<file path="src/rtl/sync_debouncer_pkg.sv">
// Shared types and constants for the input conditioning path.
// Used by the debouncer and reused by the edge detector benches.
package edge_pkg;

   typedef enum logic {
      STABLE = 1'b0,
      CHECK  = 1'b1
   } state_e;

   localparam int DEF_SYNC_STAGES     = 2;
   localparam int DEF_DEBOUNCE_CYCLES = 4;

   // Width of the qualification counter; never below one bit.
   function automatic int cnt_width(input int n);
      int w;
      w = $clog2(n);
      if (w < 1) w = 1;
      return w;
   endfunction

endpackage

</file>
<file path="src/rtl/sync_debouncer_if.sv">
// Signal bundle between a raw-input source and the debouncer.
// The slave side is the debouncer; the master drives the raw input.
interface sync_debouncer_if #(
   parameter int GLITCH_W = 8
);

   logic                a_raw;
   logic                glitch_clr;
   logic                a_clean;
   logic                busy;
   logic [GLITCH_W-1:0] glitch_cnt;

   modport master (
      output a_raw,
      output glitch_clr,
      input  a_clean,
      input  busy,
      input  glitch_cnt
   );

   modport slave (
      input  a_raw,
      input  glitch_clr,
      output a_clean,
      output busy,
      output glitch_cnt
   );

endinterface

</file>
<file path="src/rtl/sync_debouncer_sync_chain.sv">
// N-flop synchronizer for an asynchronous single-bit input.
// Output is the last flop of the chain; reset clears every stage.
module sync_chain #(
   parameter int STAGES = 2
) (
   input  logic clk,
   input  logic rst_n,
   input  logic d_i,
   output logic q_o
);

   logic [STAGES-1:0] s_q;

   // Shift the raw sample one stage deeper on every edge.
   always_ff @(posedge clk or negedge rst_n) begin
      if (!rst_n) begin
         s_q <= '0;
      end else begin
         s_q <= {s_q[STAGES-2:0], d_i};
      end
   end

   assign q_o = s_q[STAGES-1];

endmodule

</file>
<file path="src/rtl/sync_debouncer.sv">
// Synchronizes and debounces a raw input into a clean level.
// Rejected level changes are tallied in a saturating counter.
module sync_debouncer
   import edge_pkg::*;
#(
   parameter int SYNC_STAGES     = DEF_SYNC_STAGES,
   parameter int DEBOUNCE_CYCLES = DEF_DEBOUNCE_CYCLES,
   parameter int GLITCH_W        = 8
) (
   input  logic           clk,
   input  logic           reset,
   sync_debouncer_if.slave bus
);

   localparam int CW = cnt_width(DEBOUNCE_CYCLES);

   localparam logic [0:0] S_STABLE = 1'(STABLE);
   localparam logic [0:0] S_CHECK  = 1'(CHECK);

   localparam logic [CW-1:0] CNT_ONE  = CW'(1);
   localparam logic [CW-1:0] CNT_LAST = CW'(DEBOUNCE_CYCLES - 1);

   localparam logic [GLITCH_W-1:0] GL_MAX = '1;
   localparam logic [GLITCH_W-1:0] GL_ONE = GLITCH_W'(1);

   logic                a_sync;
   logic [0:0]          state_q, state_d;
   logic [CW-1:0]       cnt_q, cnt_d;
   logic                clean_q, clean_d;
   logic [GLITCH_W-1:0] gl_q, gl_d;
   logic                reject;

   sync_chain #(
      .STAGES (SYNC_STAGES)
   ) u_sync (
      .clk   (clk),
      .rst_n (reset),
      .d_i   (bus.a_raw),
      .q_o   (a_sync)
   );

   // Qualify a candidate level for DEBOUNCE_CYCLES consecutive edges.
   always_comb begin
      state_d = state_q;
      cnt_d   = cnt_q;
      clean_d = clean_q;
      reject  = 1'b0;
      case (state_q)
         S_STABLE: begin
            cnt_d = '0;
            if (a_sync != clean_q) begin
               state_d = S_CHECK;
               cnt_d   = CNT_ONE;
            end
         end
         S_CHECK: begin
            if (a_sync == clean_q) begin
               reject  = 1'b1;
               cnt_d   = '0;
               state_d = S_STABLE;
            end else if (cnt_q == CNT_LAST) begin
               clean_d = a_sync;
               cnt_d   = '0;
               state_d = S_STABLE;
            end else begin
               cnt_d = cnt_q + CNT_ONE;
            end
         end
         default: begin
            state_d = S_STABLE;
            cnt_d   = '0;
         end
      endcase
   end

   // Clear wins over a simultaneous rejection; count saturates.
   always_comb begin
      gl_d = gl_q;
      if (bus.glitch_clr) begin
         gl_d = '0;
      end else if (reject && (gl_q != GL_MAX)) begin
         gl_d = gl_q + GL_ONE;
      end
   end

   // State, counter, clean level and glitch tally registers.
   always_ff @(posedge clk or negedge reset) begin
      if (!reset) begin
         state_q <= S_STABLE;
         cnt_q   <= '0;
         clean_q <= 1'b0;
         gl_q    <= '0;
      end else begin
         state_q <= state_d;
         cnt_q   <= cnt_d;
         clean_q <= clean_d;
         gl_q    <= gl_d;
      end
   end

   assign bus.a_clean    = clean_q;
   assign bus.busy       = (state_q == S_CHECK);
   assign bus.glitch_cnt = gl_q;

endmodule

</file>
<file path="src/flat_wrapper.sv">
// flat-port wrapper written by rule: the top's interface ports become plain ports
module sync_debouncer_flat import edge_pkg::*;
#(
   parameter int SYNC_STAGES     = DEF_SYNC_STAGES,
   parameter int DEBOUNCE_CYCLES = DEF_DEBOUNCE_CYCLES,
   parameter int GLITCH_W        = 8
)
  (clk, reset, bus_a_raw, bus_glitch_clr, bus_a_clean, bus_busy, bus_glitch_cnt);
  sync_debouncer_if #(.GLITCH_W(GLITCH_W)) bus_i ();
  input  logic clk;
  input  logic reset;
  input wire logic [$bits(bus_i.a_raw)-1:0] bus_a_raw;
  input wire logic [$bits(bus_i.glitch_clr)-1:0] bus_glitch_clr;
  output wire logic [$bits(bus_i.a_clean)-1:0] bus_a_clean;
  output wire logic [$bits(bus_i.busy)-1:0] bus_busy;
  output wire logic [$bits(bus_i.glitch_cnt)-1:0] bus_glitch_cnt;
  assign bus_i.a_raw = bus_a_raw;
  assign bus_i.glitch_clr = bus_glitch_clr;
  assign bus_a_clean = bus_i.a_clean;
  assign bus_busy = bus_i.busy;
  assign bus_glitch_cnt = bus_i.glitch_cnt;
  sync_debouncer #(.SYNC_STAGES(SYNC_STAGES), .DEBOUNCE_CYCLES(DEBOUNCE_CYCLES), .GLITCH_W(GLITCH_W)) u_core (.clk(clk), .reset(reset), .bus(bus_i));
endmodule
</file>
<file path="config.mk">
export PLATFORM = sky130hd
export DESIGN_NAME = sync_debouncer_flat
export DESIGN_NICKNAME = d
export VERILOG_FILES = /design/src/rtl/sync_debouncer_pkg.sv /design/src/rtl/sync_debouncer_if.sv /design/src/rtl/sync_debouncer_sync_chain.sv /design/src/rtl/sync_debouncer.sv /design/src/flat_wrapper.sv
export SDC_FILE = /design/constraint.sdc
export NUM_CORES = 1
export LEC_CHECK = 0
export CORE_AREA = 5 5 44 46
export DETAILED_ROUTE_END_ITERATION = 12
export DIE_AREA = 0 0 49 51
export HOLD_SLACK_MARGIN = 0.12
export PLACE_DENSITY = 0.79
export SYNTH_ARGS = -nofsm -noshare
export SYNTH_HDL_FRONTEND = slang
export SYNTH_SLANG_ARGS = --single-unit
</file>
<file path="constraint.sdc">
create_clock -name clk -period 1.8 [get_ports clk]
set_clock_uncertainty 0.15 [all_clocks]
set_input_delay 0.27 -clock clk [delete_from_list [all_inputs] [get_ports clk]]
set_output_delay 0.27 -clock clk [all_outputs]
set_load 0.01 [all_outputs]
</file>
; Word-level counts from Yosys, hierarchy flattened
; Cells that the tools add are included.
[classes]
n_addsub = 2
mul = 0
n_div = 0
magnitude_cmp = 0
n_eq_ne = 4
shift = 0
n_mux = 12
bitwise = 2
reduce_logical = 3
[op_table]
columns = op, count
row1 = two-way mux 8 bit, 2
row2 = "adder 8 x 1 -> 8 bit, second input constant", 1
row3 = "!= test 8 bit, second input constant", 1
row4 = two-way mux 1 bit, 6
row5 = two-way mux 2 bit, 2
row6 = one-hot mux 2 bit (2 select lines), 1
row7 = AND reduction 3 bit, 1
row8 = "adder 2 x 1 -> 2 bit, second input constant", 1
row9 = "== test 2 bit, second input constant", 1
row10 = inverter 1 bit, 2
row11 = one-hot mux 1 bit (2 select lines), 1
row12 = nonzero test 2 bit, 1
row13 = == test 1 bit, 1
row14 = logical AND 1 bit, 1
row15 = != test 1 bit, 1
[totals]
ff_bits = 14
latch_bits = 0
mem_bits_rw = 0
romBits = 0
in_bits = 4
word_cells = 28
n_memories = 0

; Depth between registers and ports, before layout
[depth]
depth_word = 6
mapped_depth = 5
mapped_depth_nobuf = 5

; By module
; A second synthesis with hierarchy kept.
[unflattened]
cells_unflattened = 54
hier_area_um2 = 641.9
[modules_own_cells]
columns = mod, instances, cells_each, area_each_um2
row1 = sync_debouncer, 1, 52, 591.8
row2 = sync_chain, 1, 2, 50.0

; Least setup slack after synthesis
; No wires, ideal clock.
[synth_path]
path_kind = register to register
start = register u_core.gl_q[0] (netlist: u_core.bus.glitch_cnt[0])
end = register u_core.gl_q[4] (netlist: u_core.bus.glitch_cnt[4])
setup_ps = 77
arrival_ps = 1297
setup_slack_ps = 276
stages_incl_launch_ff = 5
synth_period_minus_slack_ps = 1524
path_cell_list = dfrtp_1 > ha_1 > nand4_1 > or4_1 > a21oi_1
[synth_via]
elab_chain_cells = 3
word_cells_on_any_way = 6
cone_classes = add/sub: 1 / eq/ne: 1 / mux: 2 / reduce/logical: 2
[synth_rtl]
columns = element, line_no
row1 = from (decl), sync_debouncer.sv:30  ; logic [GLITCH_W-1:0] gl_q, gl_d;
row2 = from (signal assigned), sync_debouncer.sv:97  ; gl_q <= gl_d;
row3 = adder 8 x 1 -> 8 bit or != test 8 bit (tied branches), "sync_debouncer.sv:82, sync_debouncer.sv:81"
row4 = two-way mux 8 bit or logical AND 1 bit (tied branches), sync_debouncer.sv:81  ; end else if (reject && (gl_q != GL_MAX)) begin
row5 = two-way mux 8 bit or nonzero test 2 bit (tied branches), --
; Parallel ways exist; a longest one is shown, timed or not. The select of a mux whose other input is x is not followed.
; A chain may end at the register's enable or synchronous reset.

; Worst setup path in the final report
[layout_path]
start = register u_core.gl_q[3] (netlist: u_core.bus.glitch_cnt[3])
end = output port bus_glitch_cnt[3]
[layout_rtl]
columns = element, line_no
row1 = to (decl), flat_wrapper.sv:16  ; output wire logic [$bits(bus_i.glitch_cnt)-1:0] bus_glitch_cnt;
; No word-level cell between the ends.

==> results.cfg <==
[pwr]
peakVddDrop_mv = 0.641
switching_share_pct = 32.0
p_leak_nw = 0.351
p_comb_share_pct = 28.0
pwr-share-clk_pct = 24.6
power_frac_seq_pct = 47.4
p_sw_mw = 0.301
power.density_mw_per_mm2 = 1130
p_int_mw = 0.641

[critical_path]
crit_fanout = 7
path_buf_inv = 1
crit_path_end_kind = output port
crit_required_ns = 1.38
crit_family = buffers and inverters
cp-start-kind = register
slowest_delay_ns = 0.58
worst_path_max_delay_cell = clkdlybuf4s50_1
worstPathCellList = clkdlybuf4s50_1
critPathArrivalTime_ns = 1.31
worst-setup-path-type = reg -> out

[yosys]
ys_async_sr_fraction_pct = 100
yosys.area.top_type = dfrtp_1
synth.top_cell.area_share_pct = 54.3
syn-num-nets = 62
yosysUniqueCellTypes = 28
ys_seq_area_share_pct = 54.3
synth_flop_cell = dfrtp_1
netlist_top_cells_area = dfrtp_1 54%, ha_1 3.9%, a211oi_1 3.5%
synth_edf_count = 0
synth.avg_cell_area_sq_um = 11.5
ys_ff_latch = 14
syn_inst = 56
yosys_warnings = 0
netlist_area_sq_um = 646
synth_common_cells = 14 x dfrtp_1, 5 x nor2_1, 3 x a211oi_1, 3 x a31oi_1, 3 x nand4_1
synthMostInstantiatedCell = dfrtp_1

[floorplanning]
die_w_um = 49
fp-row-count = 14
die_h_um = 51
core_area_sq_mm = 0.00147
dieArea_sq_mm = 0.00250
initial_core_util_pct = 43.9
pin_count = 14

[drt]
vias_per_cell = 5.84
drt_wl_total_mm = 1.34
wl_per_cell_um = 15.0
dr_total_vias = 520
wl_met1_um = 641
top_layer = met4
ant_nets = 0
dr.pass1.iters = 4
wl_met3_um = 61
dr_wl_met2_um = 596
initialDrtViolationCount = 10
drc = 0

[clock_network]
cts_tree = built
clockBufferDepth = 2
h-tree-depth = 1
numCtsBuffers = 3
path_clk_slew_ns = 0.09
post_cts_buffers = 0
clkLatencyLatePin_ns = 0.29
ctsRootBufferMaster = clkbuf_4
cts.sinks = 14

[finish]
layoutNonFillerInstCount = 89
area_growth_pct = 29.3
fin_nets = 80
fin_area_sq_um = 835
nFillCells = 138
drive_above_1_share_pct = 17.8
num_antenna_cells = 0

[sta]
slew_viol_final = 0
fmax_ghz = 0.577
worst_slack_ns = 0.0681
fin_crit_ns = 1.73
setup_tns_ns = 0
timing.hold.ws_ns = 0.130
setup_viol = 0
finalHoldViolCount = 0
slew_headroom_pct = 76.0
fin_crit_sh_pct = 96.2
rsz0062_at_grt = false
worst_pin_slew_ns = 0.359

[grt]
grt_overflow_total = 0
grt_max_degree = 15
antenna_found_initial = 0
grt_pass1_wl_mm = 2.30
globalRouteTotalUtil_pct = 12.0
grt_pass1_vias = 497

[place]
place_ws_ns = 0.181
dp_hpwl_um = 967
gp_routability_congestion = 0.759
placed_cells = 85
port_buffers = 13
dpl_cell_area_sq_um = 796

[run_status]
status = completed

[worst_hold_path]
hold_path.class = in -> async

[run]
drv_cap = 0
metal layers:
layer | track usage, % | vias to the layer above
li1 | - | 247
met1 | 15.7 | 254
met2 | 17.6 | 14
met3 | 2.62 | 5
met4 | 8.07 | 0
met5 | 0 | -
final cells by class:
class | count | area [sq um] | area share [%]
clock buffer | 4 | 36.3 | 4.35
inverter | 1 | 3.75 | 0.450
multi-input combinational | 40 | 284 | 34.0
sequential | 14 | 353 | 42.3
tap | 16 | 20.0 | 2.40
timing repair buffer | 14 | 138 | 16.5
per-stage QoR:
stage / util [%] / total power, mW
after floorplan: - / 0.582
after detailed placement: 54.1 / 0.713
after global routing: 56.7 / 1.01
after CTS: 56.6 / 0.954
after global placement: 54.1 / 0.701
final: 56.7 / 0.943
logic make-up (layout without fill, tap and decap cells):
kind of cell	Yosys count	after routing	share of synthesized area, %
fa+ha+maj	2	2	3.88
flops	14	14	54.3
xor+xnor	3	3	4.07
buf+inv	2	19	1.74
simple gates	19	19	17.1
compound gates	14	14	15.7
mux	2	2	3.29
power groups by stage:
| stage | Sequential [mW] | Clock [mW] | Combinational, mW |
|---|---|---|---|
| after floorplan | 0.453 | 0 | 0.129 |
| after global placement | 0.444 | 0 | 0.257 |
| after detailed placement | 0.450 | 0 | 0.262 |
| after CTS | 0.449 | 0.239 | 0.266 |
| after global routing | 0.458 | 0.261 | 0.289 |
| final | 0.447 | 0.232 | 0.264 |
layout by cell type (no fill, tap or decap):
cell,instances
and4_1,1
xnor2_1,1
or4_1,1
a21boi_1,1
clkbuf_8,1
a211oi_2,1
nor3_1,1
xor2_1,2
nor2_2,2
dfrtp_1,12
a211oi_1,3
inv_1,1
a21boi_0,1
ha_1,2
nor2_1,5
and3_2,1
clkbuf_4,3
mux2i_1,1
dfrtp_2,2
buf_4,1
a31oi_1,3
a21oi_1,2
o31ai_1,1
mux2_2,1
and3_4,1
o211ai_1,1
clkdlybuf4s50_1,13
and3_1,1
nand4_1,3
o21bai_1,1
nand2_1,1
nand3_1,2
path summary, 6_finish.rpt:
path | from | endpoint | slack, ns | cells past startpoint
min in group clk | u_core.u_sync.s_q[0]$_DFF_PN0_ | u_core.u_sync.s_q[1]$_DFF_PN0_ | 0.22 | 0
max | u_core.bus.glitch_cnt[3]$_DFFE_PN0P_ | bus_glitch_cnt[3] | 0.07 | 1
min reg2reg | u_core.u_sync.s_q[0]$_DFF_PN0_ | u_core.u_sync.s_q[1]$_DFF_PN0_ | 0.22 | 0
min | reset | u_core.bus.glitch_cnt[3]$_DFFE_PN0P_ | 0.13 | 2
max reg2reg | u_core.bus.glitch_cnt[0]$_DFFE_PN0P_ | u_core.bus.glitch_cnt[4]$_DFFE_PN0P_ | 0.16 | 4
max in group asynchronous | reset | u_core.bus.busy$_DFF_PN0_ | 1.19 | 2
sequential cells by signal, indices dropped and copies added, names as in the netlist:
name	count
u_core.bus.a_clean	1
u_core.bus.busy	1
u_core.bus.glitch_cnt	8
u_core.cnt_q	2
u_core.u_sync.s_q	2
timing repair:
item                                    4_1_cts  5_1_grt
hold buffers                                  0        0
gates resized for setup                       1        1
endpoints found under the setup margin        1        1
No activity file was read; power rests on OpenSTA's default activity.
